<file path="src/rtl/uart_trans.sv">
// -----------------------------------------------------------------------------
// uart_trans -- framed serial transmitter
//
// A frame is: SIG (announce) | START | PACKET_SIZE data bits MSB first |
// [PARITY] | STOP. Each element lasts CYCLE_DIV clk cycles.
// On an accepted request the block latches the data word. It then drives the
// announce line and the bitstream toward a matching receiver. It pulses done
// on the final clk of the stop bit.
//
// Optional feature macro: UART_TRANS_PARITY_EN
//   When it is defined, an even-parity bit (XOR of the data bits) follows the
//   data bits. When it is undefined, no parity state or logic exists.
//
// Parameters
//   PACKET_SIZE : data bits per frame (1..16)
//   CYCLE_DIV   : clk cycles per serial bit period (2..65535)
//
// Ports
//   clk     in   single clock, rising edge
//   rst_n   in   asynchronous active-low reset
//   send    in   transmit request, ignored while busy
//   data    in   word to transmit, sampled only when a request is accepted
//   sendSig out  transmit-announce line (registered)
//   bsOut   out  serial bitstream, idle high (registered)
//   busy    out  high whenever the FSM is not IDLE
//   done    out  one-clk pulse on the last clk of the stop bit
// -----------------------------------------------------------------------------
module uart_trans #(
  parameter int unsigned PACKET_SIZE = 4,
  parameter int unsigned CYCLE_DIV   = 100
) (
  input  logic                   clk,
  input  logic                   rst_n,
  input  logic                   send,
  input  logic [PACKET_SIZE-1:0] data,
  output logic                   sendSig,
  output logic                   bsOut,
  output logic                   busy,
  output logic                   done
);

  localparam int unsigned DIV_W = $clog2(CYCLE_DIV);
  localparam int unsigned CNT_W = $clog2(PACKET_SIZE + 1);

  localparam logic [DIV_W-1:0] DIV_LAST = DIV_W'(CYCLE_DIV - 1);
  localparam logic [CNT_W-1:0] CNT_LAST = CNT_W'(PACKET_SIZE);

  typedef enum logic [2:0] {
    IDLE,
    SIG,
    START,
    DATA,
`ifdef UART_TRANS_PARITY_EN
    PARITY,
`endif
    STOP
  } state_t;

  state_t                 r_state,   w_state;
  logic [DIV_W-1:0]       r_div,     w_div;
  logic [CNT_W-1:0]       r_cnt,     w_cnt;
  logic [PACKET_SIZE-1:0] r_shift,   w_shift;
  logic                   r_sendSig, w_sendSig;
  logic                   r_bsOut,   w_bsOut;
`ifdef UART_TRANS_PARITY_EN
  logic                   r_par,     w_par;
`endif

  logic w_bit_end;

  // Last clk of the current bit period.
  assign w_bit_end = (r_div == DIV_LAST);

  // ---------------------------------------------------------------------------
  // State and datapath registers
  // ---------------------------------------------------------------------------
  always_ff @(posedge clk or negedge rst_n) begin
    if (!rst_n) begin
      r_state   <= IDLE;
      r_div     <= '0;
      r_cnt     <= '0;
      r_shift   <= '0;
      r_sendSig <= 1'b0;
      r_bsOut   <= 1'b1;
`ifdef UART_TRANS_PARITY_EN
      r_par     <= 1'b0;
`endif
    end else begin
      r_state   <= w_state;
      r_div     <= w_div;
      r_cnt     <= w_cnt;
      r_shift   <= w_shift;
      r_sendSig <= w_sendSig;
      r_bsOut   <= w_bsOut;
`ifdef UART_TRANS_PARITY_EN
      r_par     <= w_par;
`endif
    end
  end

  // ---------------------------------------------------------------------------
  // Next-state logic. The line outputs are computed one clk ahead so that they
  // come straight from flops and change together with the state.
  // ---------------------------------------------------------------------------
  always_comb begin
    w_state   = r_state;
    w_div     = r_div;
    w_cnt     = r_cnt;
    w_shift   = r_shift;
    w_sendSig = r_sendSig;
    w_bsOut   = r_bsOut;
`ifdef UART_TRANS_PARITY_EN
    w_par     = r_par;
`endif

    // Bit-period divider runs in every state except IDLE.
    if (r_state != IDLE) begin
      w_div = w_bit_end ? '0 : r_div + 1'b1;
    end

    unique case (r_state)
      IDLE: begin
        if (send) begin
          w_state   = SIG;
          w_shift   = data;
          w_cnt     = '0;
          w_div     = '0;
          w_sendSig = 1'b1;
          w_bsOut   = 1'b1;
`ifdef UART_TRANS_PARITY_EN
          w_par     = ^data;
`endif
        end
      end

      SIG: begin
        if (w_bit_end) begin
          w_state   = START;
          w_sendSig = 1'b0;
          w_bsOut   = 1'b0;
        end
      end

      START: begin
        // The first data bit goes out on this boundary, so r_cnt counts
        // bits already placed on the line.
        if (w_bit_end) begin
          w_state = DATA;
          w_bsOut = r_shift[PACKET_SIZE-1];
          w_shift = r_shift << 1;
          w_cnt   = CNT_W'(1);
        end
      end

      DATA: begin
        if (w_bit_end) begin
          if (r_cnt == CNT_LAST) begin
`ifdef UART_TRANS_PARITY_EN
            w_state = PARITY;
            w_bsOut = r_par;
`else
            w_state = STOP;
            w_bsOut = 1'b1;
`endif
          end else begin
            w_bsOut = r_shift[PACKET_SIZE-1];
            w_shift = r_shift << 1;
            w_cnt   = r_cnt + 1'b1;
          end
        end
      end

`ifdef UART_TRANS_PARITY_EN
      PARITY: begin
        if (w_bit_end) begin
          w_state = STOP;
          w_bsOut = 1'b1;
        end
      end
`endif

      STOP: begin
        if (w_bit_end) begin
          w_state   = IDLE;
          w_bsOut   = 1'b1;
          w_sendSig = 1'b0;
        end
      end

      default: begin
        w_state   = IDLE;
        w_div     = '0;
        w_cnt     = '0;
        w_sendSig = 1'b0;
        w_bsOut   = 1'b1;
      end
    endcase
  end

  assign sendSig = r_sendSig;
  assign bsOut   = r_bsOut;
  assign busy    = (r_state != IDLE);
  // The pulse comes from register state only. It covers the final clk of
  // STOP, the clk that ends with the return edge to IDLE.
  assign done    = (r_state == STOP) && w_bit_end;

endmodule

</file>
<file path="config.mk">
export PLATFORM = sky130hd
export DESIGN_NAME = uart_trans
export DESIGN_NICKNAME = d
export VERILOG_FILES = /design/src/rtl/uart_trans.sv
export SDC_FILE = /design/constraint.sdc
export NUM_CORES = 1
export LEC_CHECK = 0
export BUFFER_PORTS_ARGS = -buffer_cell sky130_fd_sc_hd__buf_4
export CAP_MARGIN = 20
export CORE_MARGIN = 8
export CORE_UTILIZATION = 40
export CTS_BUF_LIST = sky130_fd_sc_hd__clkbuf_2 sky130_fd_sc_hd__clkbuf_4 sky130_fd_sc_hd__clkbuf_8
export DETAILED_ROUTE_END_ITERATION = 12
export PLACE_DENSITY = 0.54
export SLEW_MARGIN = 20
export SYNTH_ARGS = -nofsm -noshare
export SYNTH_HDL_FRONTEND = slang
export SYNTH_SLANG_ARGS = --single-unit
</file>
<file path="constraint.sdc">
create_clock -name clk -period 4.5 [get_ports clk]
set_input_delay 0 -clock clk [delete_from_list [all_inputs] [get_ports clk]]
set_output_delay 0 -clock clk [all_outputs]
set_load 0.02 [all_outputs]
</file>
==> metrics.cfg, run 1 <==
[run_status]
status = completed

[final_layout]
design_area_sq_um = 1270
final_nets = 137
diodes = 0
area_growth_pct = 13.3
final_util_pct = 46.8
fillerInstances = 273
drive_gt1_share_pct = 19.8

[sta]
max_freq_ghz = 0.488
drv_slew = 0
finClkSkew_ns = 0.00592
fin_setup_tns_ns = 0
rsz0062_at_grt = no
layout_min_cycle_time_ns = 2.05
setup_viol = 0
period_share_pct = 45.5
whs_ns = 0.0240
worstMarginPinSlew_ns = 0.492
final_hold_viol_count = 0
slew_headroom_pct = 66.8

[setup_path]
cp.required_ns = 4.75
path_max_fanout = 7
reg2reg_slack_ns = 2.45
worst_r2r_startpoint = r_div[2]
crit_arrival_ns = 2.30
worstSetupEndpointType = register
path_class = reg -> reg
slowest_stage = or4b_4
cp-start-kind = register
path_buf_inv = 0
cp_cell_sequence = or4b_4 > or3_4 > a2bb2oi_4 > mux2_4
slowest_delay_ns = 0.56
critPathTopFamily = simple AND/OR/NAND/NOR gates
ff2ff_path_depth = 4
reg2reg_to = bsOut

[grt]
grt_max_degree = 20
overflow = 0
antenna_found_initial = 0
grt.total_usage_pct = 11.6
grt_pass1_wl_mm = 4.20
grt_pass1_vias = 898

[placement]
placed_area_sq_um = 1210
hpwl_mm = 1.69
portBuffers = 10
gp_congestion = 0.796

[route]
wl_per_cell_um = 15.0
dr.pass1.iters = 4
ant_nets = 0
dr.first_iter.drc_count = 39
vias = 885
routed_via_density = 5.64
drcViolationCount = 0
routed_wl_mm = 2.36

[cts]
h-tree-depth = 1
clkLatencyLatePin_ns = 0.31
numCtsBuffers = 3
cts_buffer_depth = 2
cts_tree = built
cts_sinks = 19
clkTransAtPathRegs_ns = 0.12
cts.root.buffer_cell = clkbuf_4

[pwr]
power.density_nw_per_um2 = 219
cellLeakagePower_nw = 0.527
ir_worst_vdd_mv = 0.201

[synthesis]
synthFlopType = dfrtp_1
ys_warn_count = 0
synth_cell_type_count = 43
syn-mean-instance-area_sq_um = 9.91
yosysSeqAreaShare_pct = 42.6
syn_inst = 113
ys_ff_latch = 19
synth_edf_count = 0
async_flop_share_pct = 100
syn_area_sq_um = 1120
synth_nets = 123

[worst_hold_path]
hold-path-endpoint = r_shift[1]
hp-class = in -> reg
hold_start = data[1]
hold_depth = 3

[floorplan]
dieArea_sq_um = 4750
core_sq_um = 2710
ioPinCount = 11
die_x_um = 68.9
start_util_pct = 41.3
rows = 19
die_h_um = 68.9

[flow_run]
maxCapViolations = 0

## state kept, by name, indices dropped and copies added (netlist names)
| register | count |
|---|---|
| r_div | 7 |
| r_cnt | 3 |
| r_shift | 4 |
| sendSig | 1 |
| bsOut | 1 |
| r_state | 3 |
## worst register-to-register path, delay by kind of cell (launching register included)
family          cells  cell delay, ns
mux                 1            0.33
flops               1            0.46
compound gates      1            0.25
simple gates        2            0.95
## repair_timing
action	CTS	global route
hold endpoints to repair	21	0
buffers inserted	0	0
resized for setup	0	0
hold buffers	3	0
## per-stage QoR
stage / instances / worst slack (ns) / total power [W]
final: 157 / 2.45 / 0.000278
after floorplan: 113 / 2.57 / 0.000180
after detailed placement: 150 / 2.48 / 0.000188
after global placement: 150 / 2.49 / 0.000188
after global routing: 157 / 2.24 / 0.000293
after CTS: 157 / 2.46 / 0.000284
## cells in the mapped netlist, drive strengths merged, types with 3 or more instances
library cell,count,area (sq um)
xor2,5,43.8
o21ai,7,35.0
a21oi,5,25.0
nor2,11,43.8
clkbuf,4,25.0
nand2,9,33.8
nand4,5,31.3
mux2,7,82.6
dfrtp,18,450
ha,3,37.5
inv,7,26.3
## final cells by class
class	count	area, sq um	area share, %
Clock inverter	1	7.51	0.592
Clock buffer	3	22.5	1.78
Multi-Input combinational cell	83	592	46.6
Timing Repair Buffer	13	105	8.28
Tap cell	31	38.8	3.06
Inverter	7	26.3	2.07
Sequential cell	19	477	37.6
## cell usage in the layout (no fill, tap or decap), types with 5 or more instances in the layout
cell type	netlist	routed
o21ai_0	7	7
nand4_1	5	5
inv_1	7	7
nand2_1	9	9
buf_4	0	10
a21oi_1	5	5
dfrtp_1	18	18
xor2_1	5	5
nor2_1	10	10
## where the power goes
group	total, W	leakage, nW	internal, W	switching (W)
registers	0.000173	0.223	0.000173	0.000000805
clock network	0.0000912	0.0139	0.0000339	0.0000573
logic	0.0000134	0.290	0.00000750	0.00000594
total	0.000278	0.527	0.000214	0.0000641
## worst max path at each step
| stage | depth (start not counted) | startpoint | endpoint | slack [ns] |
|---|---|---|---|---|
| floorplan | 4 | r_div[3] | bsOut | 2.57 |
| global placement | 4 | r_div[3] | bsOut | 2.49 |
| detailed placement | 4 | r_div[3] | bsOut | 2.48 |
| CTS | 4 | r_div[2] | bsOut | 2.46 |
| global route | 4 | r_div[2] | r_shift[2] | 2.24 |
| finish | 4 | r_div[2] | bsOut | 2.45 |
## logic make-up after synthesis
kind of cell,synth area share [%]
buffers and inverters,4.58
adder cells (fa/ha/maj),3.35
multiplexers,8.27
XOR/XNOR,4.69
flip-flops,42.6
AO/OA/AOI/OAI,16.3
AND/OR/NAND/NOR,20.2
## routing by layer
layer,vias up,wire [um],part of all wire [%],track usage [%]
met5,-,0,0,0
met4,0,17,0.72,2.51
met3,2,107,4.5,4.20
met2,15,1070,45,17.6
met1,436,1170,50,15.3
li1,432,-,-,-
No activity file was read; power rests on OpenSTA's default activity.
==> run 2: changes to the inputs <==
Clock period 4.5 ns to 2.1 ns, I/O delays scaled along.
==> metrics.cfg, run 2 (same netlist as run 1, synthesis figures left out) <==
[route]
drcViolationCount = 0
ant_nets = 0
dr.pass1.iters = 4
vias = 894
routed_wl_mm = 2.48
wl_per_cell_um = 15.3
dr.first_iter.drc_count = 44
routed_via_density = 5.52

[cts]
cts_resized = 0
cts.root.buffer_cell = clkbuf_4
clkLatencyLatePin_ns = 0.30
cts_buffer_depth = 2
clkTransAtPathRegs_ns = 0.11
cts_tree = built
post_cts_buffers = 0
h-tree-depth = 1
numCtsBuffers = 3
cts_sinks = 19

[setup_path]
slowest_delay_ns = 0.55
slowest_stage = or4b_4
cp.required_ns = 2.34
cp-start-kind = register
path_max_fanout = 6
path_buf_inv = 0
worstSetupEndpointType = register
critPathLaunch = r_div[2]
worst_r2r_startpoint = r_div[2]
crit_arrival_ns = 2.17
critPathTopFamily = simple AND/OR/NAND/NOR gates
cp_cell_sequence = or4b_4 > or3_4 > a2bb2oi_4 > mux2_4
path_class = reg -> reg

[floorplan]
start_util_pct = 41.3
die_x_um = 68.9
ioPinCount = 11
rows = 19
dieArea_sq_um = 4750
die_h_um = 68.9
core_sq_um = 2710

[sta]
fin_setup_tns_ns = 0
setup_ws_ns = 0.172
drv_slew = 0
finClkSkew_ns = 0.00179
worstMarginPinSlew_ns = 0.385
setup_viol = 0
period_share_pct = 91.8
final_hold_viol_count = 0
slew_headroom_pct = 74.3
layout_min_cycle_time_ns = 1.93
rsz0062_at_grt = no
max_freq_ghz = 0.519

[final_layout]
mostFrequentLayoutCells = dfrtp_1 (18), buf_4 (15), nor2_1 (10)
top_regs = r_div (7), r_shift (4)
diodes = 0
drive_gt1_share_pct = 22.9
final_common_cell = dfrtp_1
largest-register = r_div
largest_reg_flops = 7
area_growth_pct = 16.4
final_nets = 142

[worst_hold_path]
hp-class = in -> reg
hold_start = data[3]

[grt]
grt_max_degree = 20
grt_pass1_vias = 893
overflow = 0
grt_pass1_wl_mm = 4.33
antenna_found_initial = 0
grt.total_usage_pct = 12.3

[placement]
pre_cts_ws_ns = 0.188
hpwl_mm = 1.80
portBuffers = 10
gp_congestion = 0.812

[flow_run]
maxCapViolations = 0

[pwr]
cellLeakagePower_nw = 0.558
ir_worst_vdd_mv = 0.348
power.density_nw_per_um2 = 454

[run_status]
status = completed

run 2: cell count changes in the layout (fill, tap and decap cells not counted):
cell,delta
clkinvlp_4,-1
buf_4,+5
clkinv_2,+1
run 2: worst paths after layout:
path | to | slack [ns] | depth (start not counted)
setup / recovery | bsOut | 0.17 | 4
hold / removal | r_shift[3] | 0.03 | 3
setup reg to reg | bsOut | 0.17 | 4
hold reg to reg | r_shift[1] | 0.50 | 1
max in group asynchronous | bsOut | 1.74 | 2
min in group asynchronous | r_div[0] | 0.10 | 2
run 2: layout make-up:
type | count | area, sq um
fillers | 274 | 1410
multi-input cells | 83 | 592
flip-flops and latches | 19 | 477
repair buffers | 18 | 143
well taps | 31 | 38.8
inverters | 7 | 26.3
clock buffers | 3 | 22.5
clock inverters | 1 | 5.00
run 2: where the power goes:
group	total (W)	leakage [nW]	switching (W)	internal [W]
clock	0.000191	0.0177	0.000120	0.0000712
combinational	0.0000290	0.317	0.0000130	0.0000161
sequential	0.000372	0.223	0.00000203	0.000370
total	0.000592	0.558	0.000135	0.000457
run 2: worst reg2reg max path, cell delays in order, from the launching register on:
cell	delay, ns
dfrtp_1	0.45
or4b_4	0.55
or3_4	0.39
a2bb2oi_4	0.16
mux2_4	0.31
run 2: stage by stage:
step                      area [sq um]  power, W  util (%)  hold WS [ns]  cells
after floorplan                   1120  0.000385         -        -0.296    113
after global placement            1250  0.000403      46.0        -0.107    155
after detailed placement          1250  0.000404      46.0        -0.107    155
after CTS                         1300  0.000600      48.1        0.0283    162
after global routing              1300  0.000622      48.1        0.0229    162
final                             1300  0.000592      48.1        0.0335    162
run 2: layer usage:
layer | vias to the layer above | wire length (um) | track usage (%) | share of wire (%)
met4 | 0 | 30 | 3.76 | 1.2
li1 | 440 | - | - | -
met2 | 26 | 1080 | 19.1 | 44
met3 | 4 | 138 | 4.36 | 5.6
met5 | - | 0 | 0 | 0
met1 | 424 | 1230 | 15.8 | 50
run 2: repair_timing:
action,CTS,global route
hold buffers,3,0
endpoints found under the setup margin,0,0
endpoints found under the hold margin,21,0
